<file path="config.mk">
export PLATFORM = sky130hd
export DESIGN_NAME = muldiv_unit
export DESIGN_NICKNAME = d
export VERILOG_FILES = /design/src/rtl/muldiv_unit.sv
export SDC_FILE = /design/constraint.sdc
export NUM_CORES = 1
export LEC_CHECK = 0
export BUFFER_PORTS_ARGS = -buffer_cell sky130_fd_sc_hd__buf_4
export CORE_MARGIN = 5
export CORE_UTILIZATION = 30
export DETAILED_ROUTE_END_ITERATION = 8
export GPL_ROUTABILITY_DRIVEN = 1
export PLACE_DENSITY = 0.43
export SETUP_SLACK_MARGIN = 0.1
export SYNTH_ARGS = -nofsm -noshare
export SYNTH_HDL_FRONTEND = slang
export SYNTH_SLANG_ARGS = --single-unit
</file>
<file path="constraint.sdc">
create_clock -name clk -period 6.6 [get_ports clk]
set_input_delay 0.33 -clock clk [delete_from_list [all_inputs] [get_ports clk]]
set_output_delay 0.33 -clock clk [all_outputs]
set_load 0.01 [all_outputs]
</file>
<file path="src/rtl/muldiv_unit.sv">
// muldiv_unit: iterative 32-bit multiply / divide unit (MULT, MULTU, DIV, DIVU).
//
// Ports:
//   clk, reset   - clock (posedge) and asynchronous active-high reset
//   start        - request a new operation
//   op           - 00 MULT, 01 MULTU, 10 DIV, 11 DIVU (sampled with start)
//   dataa, datab - multiplicand/dividend and multiplier/divisor (sampled with start)
//   busy         - operation in progress
//   done         - one-cycle pulse: hi/lo/dbz were just updated
//   dbz          - divide-by-zero flag of the last completed operation
//   hi, lo       - product {hi,lo}, or remainder (hi) and quotient (lo)
//
// Handshake: start is honoured at a posedge only while busy=0 (IDLE or FIN);
// while busy=1 it is ignored. Operands are captured at that acceptance edge,
// and hi/lo/dbz change only at the completion edge, after which done is high
// for exactly one cycle.
module muldiv_unit (
    input  logic        clk,
    input  logic        reset,
    input  logic        start,
    input  logic [1:0]  op,
    input  logic [31:0] dataa,
    input  logic [31:0] datab,
    output logic        busy,
    output logic        done,
    output logic        dbz,
    output logic [31:0] hi,
    output logic [31:0] lo
);

    typedef enum logic [1:0] {S_IDLE, S_RUN, S_FIN} state_t;

    state_t      state, state_nxt;
    logic [4:0]  count;
    logic        is_div;
    logic        neg_q;      // product / quotient must be negated
    logic        neg_r;      // remainder must be negated (dividend was negative)
    logic [31:0] a_mag;      // |dataa|
    logic [31:0] b_mag;      // |datab| (multiplicand for mult, divisor for div)
    logic [31:0] p_hi;       // partial product upper word / partial remainder
    logic [31:0] p_lo;       // multiplier bits / dividend bits shifting into quotient

    // Acceptance-side operand conditioning
    logic        op_signed;
    logic [31:0] abs_a, abs_b;
    logic        accept;

    assign op_signed = ~op[0];
    assign abs_a     = (op_signed && dataa[31]) ? (32'd0 - dataa) : dataa;
    assign abs_b     = (op_signed && datab[31]) ? (32'd0 - datab) : datab;
    assign accept    = start && (state != S_RUN);

    // One iteration of the shared datapath
    logic [32:0] m_add;
    logic [32:0] d_shift, d_trial;
    logic [31:0] s_hi, s_lo;

    always_comb begin
        m_add   = {1'b0, p_hi} + (p_lo[0] ? {1'b0, b_mag} : 33'd0);
        d_shift = {p_hi, p_lo[31]};
        d_trial = d_shift - {1'b0, a_mag_or_div()};
        s_hi    = 32'd0;
        s_lo    = 32'd0;
        if (is_div) begin
            // Restoring step: the partial remainder is always below the
            // divisor, so a set bit 32 of the trial means it went negative.
            if (!d_trial[32]) begin
                s_hi = d_trial[31:0];
                s_lo = {p_lo[30:0], 1'b1};
            end else begin
                s_hi = d_shift[31:0];
                s_lo = {p_lo[30:0], 1'b0};
            end
        end else begin
            // Shift-add step: the carry of the add re-enters at the top.
            s_hi = m_add[32:1];
            s_lo = {m_add[0], p_lo[31:1]};
        end
    end

    // Divisor select: for division b_mag holds the divisor
    function automatic logic [31:0] a_mag_or_div();
        return b_mag;
    endfunction

    // Completion and sign correction
    logic        div_zero;
    logic        last;
    logic [63:0] prod;
    logic [31:0] r_hi, r_lo;
    logic        r_dbz;

    assign div_zero = is_div && (b_mag == 32'd0);
    assign last     = (count == 5'd31) || div_zero;
    assign prod     = {s_hi, s_lo};

    always_comb begin
        r_hi  = 32'd0;
        r_lo  = 32'd0;
        r_dbz = 1'b0;
        if (div_zero) begin
            // hi returns the original dataa, rebuilt from its magnitude and sign
            r_hi  = neg_r ? (32'd0 - a_mag) : a_mag;
            r_lo  = 32'hFFFF_FFFF;
            r_dbz = 1'b1;
        end else if (is_div) begin
            r_lo = neg_q ? (32'd0 - s_lo) : s_lo;
            r_hi = neg_r ? (32'd0 - s_hi) : s_hi;
        end else begin
            {r_hi, r_lo} = neg_q ? (64'd0 - prod) : prod;
        end
    end

    // FSM next state and status outputs
    always_comb begin
        state_nxt = state;
        busy      = 1'b0;
        done      = 1'b0;
        case (state)
            S_IDLE: begin
                if (start) state_nxt = S_RUN;
            end
            S_RUN: begin
                busy = 1'b1;
                if (last) state_nxt = S_FIN;
            end
            S_FIN: begin
                done      = 1'b1;
                state_nxt = start ? S_RUN : S_IDLE;
            end
            default: state_nxt = S_IDLE;
        endcase
    end

    always_ff @(posedge clk or posedge reset) begin
        if (reset) begin
            state  <= S_IDLE;
            count  <= 5'd0;
            is_div <= 1'b0;
            neg_q  <= 1'b0;
            neg_r  <= 1'b0;
            a_mag  <= 32'd0;
            b_mag  <= 32'd0;
            p_hi   <= 32'd0;
            p_lo   <= 32'd0;
            hi     <= 32'd0;
            lo     <= 32'd0;
            dbz    <= 1'b0;
        end else begin
            state <= state_nxt;
            if (accept) begin
                is_div <= op[1];
                neg_q  <= op_signed && (dataa[31] ^ datab[31]);
                neg_r  <= op_signed && op[1] && dataa[31];
                a_mag  <= abs_a;
                b_mag  <= abs_b;
                count  <= 5'd0;
                p_hi   <= 32'd0;
                // Division shifts the dividend out of p_lo; multiply shifts the
                // multiplier out of p_lo while b_mag is added in.
                p_lo   <= op[1] ? abs_a : abs_a_or_mult(abs_a);
                if (!op[1]) b_mag <= abs_b;
            end else if (state == S_RUN) begin
                count <= count + 5'd1;
                p_hi  <= s_hi;
                p_lo  <= s_lo;
                if (last) begin
                    hi  <= r_hi;
                    lo  <= r_lo;
                    dbz <= r_dbz;
                end
            end
        end
    end

    // Multiplier operand placed in p_lo (product is symmetric; dataa is used)
    function automatic logic [31:0] abs_a_or_mult(input logic [31:0] v);
        return v;
    endfunction

endmodule

</file>
==> impl_metrics.env <==
export IMPL_status="complete, no violations"
export IMPL_diodes=0
export IMPL_maxCapViolCount=0
export IMPL_yosysSeqAreaShare_pct=29.6
export IMPL_grt_pass1_vias=16603
export IMPL_ys_async_sr_fraction_pct=100
export IMPL_synth_top_cells_by_area="dfrtp_1 (30%), o21ai_0 (7.1%), nand2_1 (6.5%)"
export IMPL_synth_edf_count=0
export IMPL_syn2layout_area_growth_pct=16.4
export IMPL_dieWidth_um=249
export IMPL_synth_xor_area_share_pct=9.14
export IMPL_fin_nets=2412
export IMPL_drt_pass1_iterations=5
export IMPL_synthesis_nets=2326
export IMPL_wirelength_mm=72.7
export IMPL_rsz0062_at_grt="false"
export IMPL_clock_skew_final_ps=10.8
export IMPL_cts_root_buf="clkbuf_16"
export IMPL_io_buffers=135
export IMPL_placed_cell_area_um2=19000
export IMPL_grt_max_degree=166
export IMPL_io_pins=136
export IMPL_final_cell_area_um2=20000
export IMPL_crit_type="reg2reg"
export IMPL_hpwlAfterDp_mm=56.1
export IMPL_final_setup_tns_ps=0
export IMPL_worstMarginPinSlew_ps=1210
export IMPL_synthAdderAreaFrac_pct=5.41
export IMPL_clkLatencyLatePin_ps=580
export IMPL_core_rowCount=87
export IMPL_synth_top_family_by_area="compound AO/OA/AOI/OAI gates"
export IMPL_drc=0
export IMPL_muxShareOfSynthArea_pct=2.68
export IMPL_cts_made_buffers=27
export IMPL_setup_violations=0
export IMPL_vias=17082
export IMPL_cp_start_kind="flop"
export IMPL_final_period_utilization_pct=85.3
export IMPL_maxSlewHeadroom_pct=19.4
export IMPL_hold_viol=0
export IMPL_final_core_util_pct=35.4
export IMPL_synth_compound_area_share_pct=26.5
export IMPL_drive_gt1_share_pct=12.6
export IMPL_yosys_most_used_dff="dfrtp_1"
export IMPL_hp_class="in2reg"
export IMPL_max_freq_mhz=178
export IMPL_slew_violations=0
export IMPL_place_congestion=0.913
export IMPL_final_cell_mix="nand2_1 (294), o21ai_0 (245), dfrtp_1 (202)"
export IMPL_period_minus_slack_ps=5630
export IMPL_final_common_cell="nand2_1"
export IMPL_hold_slack_ps=38.2
export IMPL_worst_path_max_fanout=18
export IMPL_arrival_ps=6050
export IMPL_syn_avg_cell_area_um2=7.86
export IMPL_grt_pass1_wl_mm=110
export IMPL_synth_area_leader_cell="dfrtp_1"
export IMPL_required_ps=7020
export IMPL_htreeDepth=1
export IMPL_die_area_um2=62100
export IMPL_yosys_register_bits=203
export IMPL_start_util_pct=30.4
export IMPL_antenna_left=0
export IMPL_syn_inst=2184
export IMPL_netlist_area_um2=17200
export IMPL_grt_overflow=0
export IMPL_clk_transition_reported_paths_ps=60
export IMPL_wire_per_inst_um=23.9
export IMPL_design_core_area_um2=56500
export IMPL_synth_top_area_share_pct=29.6
export IMPL_cts_setup_buffers=0
export IMPL_viasPerCell=5.61
export IMPL_end_kind="flop"
export IMPL_grt_use_total_pct=22.4
export IMPL_cts_buffer_depth=3
export IMPL_cts_tree="built"
export IMPL_synthSimpleGateAreaFrac_pct=22.0
export IMPL_antenna_found_initial=4
export IMPL_clkSinkCount=203
export IMPL_synth_cell_types=101
export IMPL_die_h_um=249
export IMPL_yosysWarningCount=0
export IMPL_first_iter_violations=1424
routing by layer:
metal	part of all wire, %	global-route usage [%]	vias to the layer above	wire [um]
li1	-	-	8128	-
met1	49	33.5	8358	35700
met2	44	35.4	526	32200
met3	4.9	2.46	70	3570
met4	1.7	3.83	0	1270
met5	0	0	-	0
what timing repair did:
action	in CTS	in global routing
gates resized for setup	0	0
hold buffers	2	0
endpoints found under the hold margin	39	0
through the flow:
step,std cells,setup WS (ps)
3_3_place_gp,2995,1060
5_1_grt,3047,585
3_5_place_dp,2995,1080
4_1_cts,3047,1060
2_1_floorplan,2184,731
6_report,3047,968
Yosys cell counts (17+ instances only):
| cell | instances |
|---|---|
| a21o_1 | 30 |
| a21oi_1 | 151 |
| a31oi_1 | 29 |
| and2_1 | 48 |
| buf_1 | 17 |
| clkbuf_1 | 83 |
| dfrtp_1 | 203 |
| ha_1 | 71 |
| inv_1 | 72 |
| mux2i_1 | 37 |
| nand2_1 | 295 |
| nand2b_1 | 20 |
| nand3_1 | 70 |
| nand4_1 | 21 |
| nor2_1 | 132 |
| nor3_1 | 49 |
| nor4_1 | 31 |
| o211ai_1 | 42 |
| o21ai_0 | 245 |
| o31ai_1 | 36 |
| or3_1 | 21 |
| xnor2_1 | 109 |
| xor2_1 | 70 |
sequential cells by signal, summed over array words and instances (netlist names):
register,flops
count,5
lo,32
a_mag,32
neg_q,1
b_mag,32
state,2
neg_r,1
is_div,1
hi,32
p_lo,32
p_hi,32
dbz,1
final timing paths:
path	start	end	slack [ps]	depth (start not counted)
worst min register to register	count[3]	count[3]	480	1
worst max-delay path	p_lo[31]	hi[20]	970	21
max in group asynchronous	reset	is_div	4960	4
worst max register to register	p_lo[31]	hi[20]	970	21
worst min-delay path	datab[1]	b_mag[1]	40	3
min in group asynchronous	reset	b_mag[10]	280	3
critical path, stage by stage (launching register included):
cell	delay [ps]
dfrtp_1	430
inv_1	80
ha_1	170
inv_1	60
fa_1	430
a211oi_2	280
o211ai_2	160
nand4_1	240
a21boi_4	120
o21ai_2	740
nand2_1	490
nand2_1	180
a31oi_1	150
inv_1	140
ha_1	160
nor2b_1	130
o31ai_1	170
a311oi_4	480
nand4_1	230
o21ai_0	270
xor2_1	260
o21ai_0	110
cell type report:
cell class | instances | area [um2]
clock buffer | 34 | 742
clock inverter | 16 | 238
fill | 5924 | 36500
inverter | 73 | 282
multi-input combinational | 1785 | 11300
sequential | 203 | 5080
tap | 756 | 946
timing repair buffer | 180 | 1370
kinds of logic after synthesis:
kind of cell,count (synthesis)
DFF,203
AOI/OAI and AO/OA,710
muxes,45
and+or+nand+nor,778
adders and majority gates,73
xor gates and xnor gates,179
buffers and inverters,196
Power is left out: the tool's default activity adds up to more than one toggle a clock period on the data nets, which glitch-free logic cannot reach.
